===== config.mk =====
export PLATFORM = sky130hd
export DESIGN_NAME = sobel_threshold_ctrl
export DESIGN_NICKNAME = d
export VERILOG_FILES = /design/src/rtl/sobel_threshold_ctrl.sv
export SDC_FILE = /design/constraint.sdc
export NUM_CORES = 1
export LEC_CHECK = 0
export ABC_AREA = 1
export BUFFER_PORTS_ARGS = -buffer_cell sky130_fd_sc_hd__buf_2
export CORE_MARGIN = 8
export CORE_UTILIZATION = 35
export DETAILED_ROUTE_END_ITERATION = 12
export HOLD_SLACK_MARGIN = 0.02
export SYNTH_ARGS = -nofsm -noshare
export SYNTH_HDL_FRONTEND = slang
export SYNTH_SLANG_ARGS = --single-unit

===== constraint.sdc =====
create_clock -name clk -period 2.2 [get_ports clk]
set_input_delay 0.44 -clock clk [delete_from_list [all_inputs] [get_ports clk]]
set_output_delay 0.44 -clock clk [all_outputs]
set_load 0.01 [all_outputs]

===== src/rtl/sobel_threshold_ctrl.sv =====
// ----------------------------------------------------------------------------
// sobel_threshold_ctrl
//
// Purpose:
//   Turns key presses into a 4-bit Sobel edge-detection grade and maps that
//   grade to an 8-bit threshold. The grade changes as soon as a key acts on
//   it. The threshold fed to the Sobel datapath only changes once per frame,
//   at the rising edge of per_frame_vsync, so a frame is never processed with
//   two different thresholds.
//
// Optional feature (macro SOBEL_AUTO_REPEAT_EN):
//   When the macro is defined, holding a decrement or increment key
//   auto-repeats. The first repeat comes HOLD_DLY cycles after the press and
//   later repeats come every RPT_PERIOD cycles. When the macro is not
//   defined, key_hold is ignored and only key_flag steps the grade.
//
// Key input protocol:
//   key_value is valid in any cycle where key_flag is high, and for as long as
//   key_hold stays high. key_flag is a one-cycle pulse per physical press.
//   There is no back-pressure: every press is taken in the cycle it arrives.
//
// Ports:
//   clk              in   system clock (100 MHz), the only clock
//   rst              in   synchronous active-high reset
//   key_flag         in   one-cycle pulse for a new key press
//   key_value[1:0]   in   01 decrement, 10 increment, 11 restore default, 00 none
//   key_hold         in   level, high while the key is held down
//   per_frame_vsync  in   frame sync, high during vertical blank
//   sobel_grade[3:0] out  pending grade, follows key actions immediately
//   sobel_threshold  out  active threshold, changes only in a commit cycle
//   thr_update       out  one-cycle pulse in every commit cycle
//   cfg_pending      out  pending grade differs from the committed grade
//   rpt_state[1:0]   out  auto-repeat FSM state (0 IDLE, 1 HOLD_WAIT,
//                         2 REPEAT); held at IDLE when auto-repeat is not built
// ----------------------------------------------------------------------------
module sobel_threshold_ctrl #(
   parameter int DEFAULT_GRADE = 8,
   parameter int THR_BASE      = 20,
   parameter int THR_STEP      = 5,
   parameter int HOLD_DLY      = 50_000_000,
   parameter int RPT_PERIOD    = 10_000_000
) (
   input  logic       clk,
   input  logic       rst,
   input  logic       key_flag,
   input  logic [1:0] key_value,
   input  logic       key_hold,
   input  logic       per_frame_vsync,
   output logic [3:0] sobel_grade,
   output logic [7:0] sobel_threshold,
   output logic       thr_update,
   output logic       cfg_pending,
   output logic [1:0] rpt_state
);

   typedef enum logic [1:0] {
      IDLE      = 2'd0,
      HOLD_WAIT = 2'd1,
      REPEAT    = 2'd2
   } rpt_state_t;

   localparam logic [3:0] DEF_GRADE = 4'(DEFAULT_GRADE);

   // Threshold for a grade. The sum is truncated to 8 bits. Choosing
   // parameters that keep grade 15 in range is up to the integrator.
   function automatic logic [7:0] thr_map(input logic [3:0] g);
      thr_map = 8'(THR_BASE + THR_STEP * int'(g));
   endfunction

   logic [3:0] grade_q;
   logic [3:0] grade_nxt;
   logic [3:0] committed_q;
   logic [7:0] thr_q;
   logic       thr_upd_q;
   logic       vsync_d;
   logic       vsync_rise;
   logic       rpt_tick;

   // ------------------------------------------------------------------------
   // Auto-repeat FSM and its shared down-counter
   // ------------------------------------------------------------------------
`ifdef SOBEL_AUTO_REPEAT_EN
   localparam int CNT_MAX = (HOLD_DLY > RPT_PERIOD) ? HOLD_DLY : RPT_PERIOD;
   localparam int CNT_W   = (CNT_MAX > 1) ? $clog2(CNT_MAX + 1) : 1;
   localparam logic [CNT_W-1:0] CNT_HOLD = CNT_W'(HOLD_DLY - 1);
   localparam logic [CNT_W-1:0] CNT_RPT  = CNT_W'(RPT_PERIOD - 1);
   localparam logic [CNT_W-1:0] CNT_ONE  = CNT_W'(1);

   rpt_state_t     state_q;
   rpt_state_t     state_nxt;
   logic [CNT_W-1:0] cnt_q;
   logic [CNT_W-1:0] cnt_nxt;
   logic             key_dir;

   // Only decrement and increment can repeat. Restore never does.
   assign key_dir = (key_value == 2'b01) || (key_value == 2'b10);

   always_ff @(posedge clk) begin
      if (rst) begin
         state_q <= IDLE;
         cnt_q   <= '0;
      end else begin
         state_q <= state_nxt;
         cnt_q   <= cnt_nxt;
      end
   end

   always_comb begin
      state_nxt = state_q;
      cnt_nxt   = cnt_q;
      rpt_tick  = 1'b0;
      if (!key_hold || !key_dir) begin
         // Release, or a code that must not repeat, aborts immediately.
         state_nxt = IDLE;
         cnt_nxt   = '0;
      end else if (key_flag) begin
         // A fresh press always restarts the hold delay. The press itself is
         // the step for this cycle, so no tick is issued alongside it.
         state_nxt = HOLD_WAIT;
         cnt_nxt   = CNT_HOLD;
      end else begin
         case (state_q)
            HOLD_WAIT, REPEAT: begin
               if (cnt_q == '0) begin
                  state_nxt = REPEAT;
                  cnt_nxt   = CNT_RPT;
                  rpt_tick  = 1'b1;
               end else begin
                  cnt_nxt = cnt_q - CNT_ONE;
               end
            end
            default: begin
               state_nxt = IDLE;
               cnt_nxt   = '0;
            end
         endcase
      end
   end

   assign rpt_state = state_q;
`else
   logic unused_key_hold;

   assign unused_key_hold = key_hold;
   assign rpt_tick        = 1'b0;
   assign rpt_state       = IDLE;
`endif

   // ------------------------------------------------------------------------
   // Grade stepping. A key_flag and a repeat tick in the same cycle are
   // OR-ed, so together they make a single step.
   // ------------------------------------------------------------------------
   always_comb begin
      grade_nxt = grade_q;
      if (key_flag || rpt_tick) begin
         case (key_value)
            2'b01:   if (grade_q != 4'd0)  grade_nxt = grade_q - 4'd1;
            2'b10:   if (grade_q != 4'd15) grade_nxt = grade_q + 4'd1;
            2'b11:   grade_nxt = DEF_GRADE;
            default: grade_nxt = grade_q;
         endcase
      end
   end

   // ------------------------------------------------------------------------
   // Frame commit. The rise is seen one cycle after vsync goes high. On that
   // edge the threshold takes the grade already registered, so a key step in
   // the same cycle waits until the next frame.
   // ------------------------------------------------------------------------
   assign vsync_rise = per_frame_vsync && !vsync_d;

   always_ff @(posedge clk) begin
      if (rst) begin
         grade_q     <= DEF_GRADE;
         committed_q <= DEF_GRADE;
         thr_q       <= thr_map(DEF_GRADE);
         thr_upd_q   <= 1'b0;
         vsync_d     <= 1'b0;
      end else begin
         grade_q   <= grade_nxt;
         vsync_d   <= per_frame_vsync;
         thr_upd_q <= vsync_rise;
         if (vsync_rise) begin
            thr_q       <= thr_map(grade_q);
            committed_q <= grade_q;
         end
      end
   end

   assign sobel_grade     = grade_q;
   assign sobel_threshold = thr_q;
   assign thr_update      = thr_upd_q;
   assign cfg_pending     = (grade_q != committed_q);

endmodule


=== Word-level counts from Yosys, hierarchy flattened ===
Index checks and enable logic that the tools add are counted.

* Output and inout bits: 16
* Input bits: 7
* Bits in registers: 18
* Bits in latches: 0
* Memory bits (writable): 0
* Bits in read-only memories: 0
* Logic and storage cells: 24
* Memories kept: 0

* $lt $le $gt $ge: 0
* Add/subtract/negate cells: 3
* Shifts and indexed selects: 0
* Reduce and logical (&&, ||, !) cells: 5
* Equality and inequality tests: 7
* Div/mod/pow operators: 0
* Mux-type cells: 3
* Bitwise logic cells: 0
* Multipliers: 1

{| class="wikitable"
|+ Operator list
! operator !! number
|-
| 4-bit one-hot mux with 3 select lines || 1
|-
| 5-bit by 7-bit adder with 8-bit output (first input constant) || 1
|-
| 4-bit two-way mux || 2
|-
| 3-bit by 4-bit multiplier with 7-bit output (first input constant) || 1
|-
| 4-bit by 1-bit adder with 4-bit output (second input constant) || 1
|-
| 2-bit == test (second input constant) || 2
|-
| 2-bit != test (second input constant) || 2
|-
| 4-bit != test || 1
|-
| 4-bit != test (second input constant) || 1
|-
| 4-bit AND reduction || 1
|-
| 4-bit nonzero test || 1
|-
| 4-bit by 1-bit subtractor with 4-bit output (second input constant) || 1
|-
| 3-bit nonzero test || 1
|-
| 2-bit by 1-bit == test with 1-bit output (second input constant) || 1
|-
| 1-bit logical AND || 1
|-
| 1-bit zero test || 1
|}

=== Longest topological paths before layout ===
* Word-level depth: 3
* Depth in mapped cells: 10

=== Worst setup path after synthesis ===
No wires, ideal clock.

* Kind: reg2reg
* Start: reg grade_q[1] (netlist: sobel_grade[1])
* End: reg thr_q[7] (netlist: sobel_threshold[7])
* Library setup time: 0.070 ns
* Period minus slack after synthesis: 2.023 ns
* Stages on the path, launching flop included: 9
* Path slack: 0.177 ns
* Arrival time: 1.953 ns
* Required time: 2.130 ns
* Cell sequence: dfxtp_1 -> ha_1 -> ha_1 -> ha_1 -> inv_1 -> fa_1 -> nor2_1 -> o211ai_1 -> a21oi_1

* Longest elaborated chain between the ends: 2

{| class="wikitable"
|+ RTL lines
! what !! line !! source
|-
| from (decl) || 70 || <nowiki>logic [3:0] grade_q;</nowiki>
|-
| from (signal assigned) || 180 || <nowiki>grade_q <= grade_nxt;</nowiki>
|-
| 3-bit by 4-bit multiplier with 7-bit output || 67 || <nowiki>thr_map = 8'(THR_BASE + THR_STEP * int'(g));</nowiki>
|-
| 5-bit by 7-bit adder with 8-bit output || 67 ||
|-
| to (signal assigned) || 176 || <nowiki>thr_q <= thr_map(DEF_GRADE);</nowiki>
|-
| to (signal assigned) || 184 || <nowiki>thr_q <= thr_map(grade_q);</nowiki>
|-
| to (decl) || 73 || <nowiki>logic [7:0] thr_q;</nowiki>
|}

Every way passes these cells.
A chain may end at the register's enable or synchronous reset.

=== Final worst setup path ===
Same ends and word-level chain as after synthesis.

==> results.tsv <==
metric	value	unit
die_h	69.31	um
final_setup_vio_count	0	
placement_rows	19	
critical_path.cell_chain	ha_1, ha_1, ha_1, inv_1, fa_1, nor2_1, o211ai_1, a21oi_1	
ys_types	20	
drt_wl_total	2183	um
share_of_final_layout_standard_cells_stronger_than_drive_strength_1	0.2075	
startpoint_type	flop	
antennaDiodeCount	0	
max_cap_violations	0	
totalPowerFinal	0.0007764	W
status	complete, no violations	
detailroute.via_count	900	
cts-root-to-sink-buffers	2	
grt_antenna_before_repair	0	
first_global_vias	905	
netSwitchingPower	0.0002553	W
synth-seq-area-share	0.3220	
vias_per_cell	4.737	
crit_top_cell	sky130_fd_sc_hd__ha_1	
path_class	reg2reg	
numPortBuffers	19	
finalWorstPathRequiredPeriod	1926	ps
clock_skew	3.429	ps
post-synth-top-area-fraction	0.3220	
worstPathArrival	2150	ps
p_leak	0.6035	nW
die_area	0.004804	mm2
finalSetupTns	0	ps
placed_cell_count	186	
cts_inserted_buffers	3	
cts_tree	yes	
vdd_drop_max	566.3	uV
area_growth	17.11	%
clock_power_share	0.248	
hold_path.class	in2reg	
syn-mean-instance-area	7.314	um2
width_of_the_die	69.31	um
number_of_gates_resized_after_cts	0	
sw_frac_of_total	0.3289	
reg_clk_slew_reported_paths	90	ps
largest_net_degree_at_the_start_of_global_routing	11	
cp_data_required_time	2430	ps
final_nets	180	
post_drt_wl_per_cell	11.49	um
netlist_area	994.7	um2
crit_slowest_cell	sky130_fd_sc_hd__fa_1	
initial_utilization	0.3638	
wire_length_of_the_first_global_routing_pass	3857	um
numClockSinks	16	
yosysWarningCount	0	
rsz0062_at_grt	no	
post_synth_arst_share	0	
slowest_cell_delay_on_critical_path	380	ps
mostFrequentLayoutCell	sky130_fd_sc_hd__nand2_1	
place.gp.congestion	0.7928	
power_per_cell_area	666.5	mW/mm2
finalCritPeriodShare	0.8754	
placeableCoreArea	0.002734	mm2
cts.repair_timing.setup_buffer_count	0	
first_pass_iters	4	
drc	0	
synth-seq-cells	16	
syn-instance-count	136	
cp_max_fo	2	
synth_top_flop_cell	sky130_fd_sc_hd__dfxtp_1	
grt_overflow	0	
detailed_place_hpwl	1769	um
cts.htree.levels	1	
power.share.combinational	0.327	
ios	23	
ys_top_cells_by_area	sky130_fd_sc_hd__dfxtp_1 32%, sky130_fd_sc_hd__ha_1 14%, sky130_fd_sc_hd__nand2_1 12%	
synth_edf_count	0	
cell_internal_pwr	0.0005210	W
cts.hold.buffers_added	0	
root_buf_cell	sky130_fd_sc_hd__clkbuf_4	
postRouteAntennaNets	0	
final-instance-count-excl-fill	190	
worstSkewPairLatency	290	ps
post-synth-top-area-cell	sky130_fd_sc_hd__dfxtp_1	
p_seq_frac	0.424	
fmax	519.2	MHz
most_used_cells_in_the_layout_excluding_fill_and_tap_cells	32 x sky130_fd_sc_hd__nand2_1, 19 x sky130_fd_sc_hd__buf_2, 18 x sky130_fd_sc_hd__nor2_1, 16 x sky130_fd_sc_hd__dfxtp_1, 12 x sky130_fd_sc_hd__inv_1	
grt_use_total	0.09511	
first_iter_violations	31	
setup.worst_path.end_class	flop	
final_hold_viols	0	
report.final.slew_viol_count	0	
[area by class of cell]
class	count	area, um2
Fill cell	280	1569
Multi-Input combinational cell	101	584.3
Sequential cell	16	320.3
Timing Repair Buffer	24	132.6
Inverter	14	52.55
Tap cell	31	38.79
Clock buffer	4	36.28
[path summary, 6_finish.rpt]
check             slack (ps)  depth (start not counted)                  to          startpoint
setup / recovery         270                          8  sobel_threshold[7]      sobel_grade[1]
hold / removal           370                          3             vsync_d     per_frame_vsync
setup reg to reg         270                          8  sobel_threshold[7]      sobel_grade[1]
hold reg to reg          460                          2  sobel_threshold[2]  sobel_threshold[2]
[critical path: cells and delay by family, from the launching register on]
| kind | cells | cell delay (ps) |
|---|---|---|
| adders and majority gates | 4 | 1110 |
| DFF | 1 | 320 |
| AOI/OAI and AO/OA | 2 | 230 |
| and+or+nand+nor | 1 | 140 |
| buffers and inverters | 1 | 60 |
[power groups by stage]
| stage | Clock [W] | Combinational [W] | Sequential [W] |
|---|---|---|---|
| 2_1_floorplan | 0 | 0.000163 | 0.000353 |
| 3_3_place_gp | 0 | 0.000250 | 0.000335 |
| 3_5_place_dp | 0 | 0.000256 | 0.000336 |
| 4_1_cts | 0.000201 | 0.000259 | 0.000330 |
| 5_1_grt | 0.000215 | 0.000295 | 0.000333 |
| 6_report | 0.000193 | 0.000254 | 0.000330 |
[synthesized netlist by cell type (2+ instances only)]
library cell,n
sky130_fd_sc_hd__inv_2,2
sky130_fd_sc_hd__xnor2_1,4
sky130_fd_sc_hd__ha_1,11
sky130_fd_sc_hd__nand2_1,32
sky130_fd_sc_hd__o211ai_1,2
sky130_fd_sc_hd__o21ai_0,6
sky130_fd_sc_hd__fa_1,2
sky130_fd_sc_hd__a21oi_1,7
sky130_fd_sc_hd__dfxtp_1,16
sky130_fd_sc_hd__nand3_1,11
sky130_fd_sc_hd__buf_4,5
sky130_fd_sc_hd__nand2_2,2
sky130_fd_sc_hd__nor2_1,18
sky130_fd_sc_hd__inv_1,12
[state kept, by name, summed over array words and instances, names as in the netlist]
signal / flops
vsync_d: 1
thr_update: 1
sobel_threshold: 6
sobel_grade: 4
committed_q: 4
[logic make-up (layout without fill, tap and decap cells)]
family,after synthesis,count (layout),synth area share
simple gates,65,65,0.2692
buf+inv,20,42,0.09434
compound gates,16,16,0.08805
flops,16,16,0.3220
fa+ha+maj,13,13,0.1786
xor+xnor,5,5,0.04402
other cells,1,2,0.003770
[metal layers]
metal  vias to the layer above  track usage  part of all wire
li1                        473            -                 -
met1                       406      0.09893              0.46
met2                        17       0.1639              0.47
met3                         4      0.04006             0.049
met4                         0      0.03872             0.014
met5                         -            0                 0
[through the flow]
stage / hold slack (ps) / setup WS, ps / util / cell area, um2
after floorplan: 466.8 / 176.8 / - / 998.5
after global placement: 437.4 / 314.5 / 0.4128 / 1129
after detailed placement: 443.8 / 294.6 / 0.4128 / 1129
after CTS: 364.8 / 279.7 / 0.4261 / 1165
after global routing: 389.5 / 172.0 / 0.4261 / 1165
final: 373.6 / 274.0 / 0.4261 / 1165
Note: power is estimated with default switching activity, not from simulation.
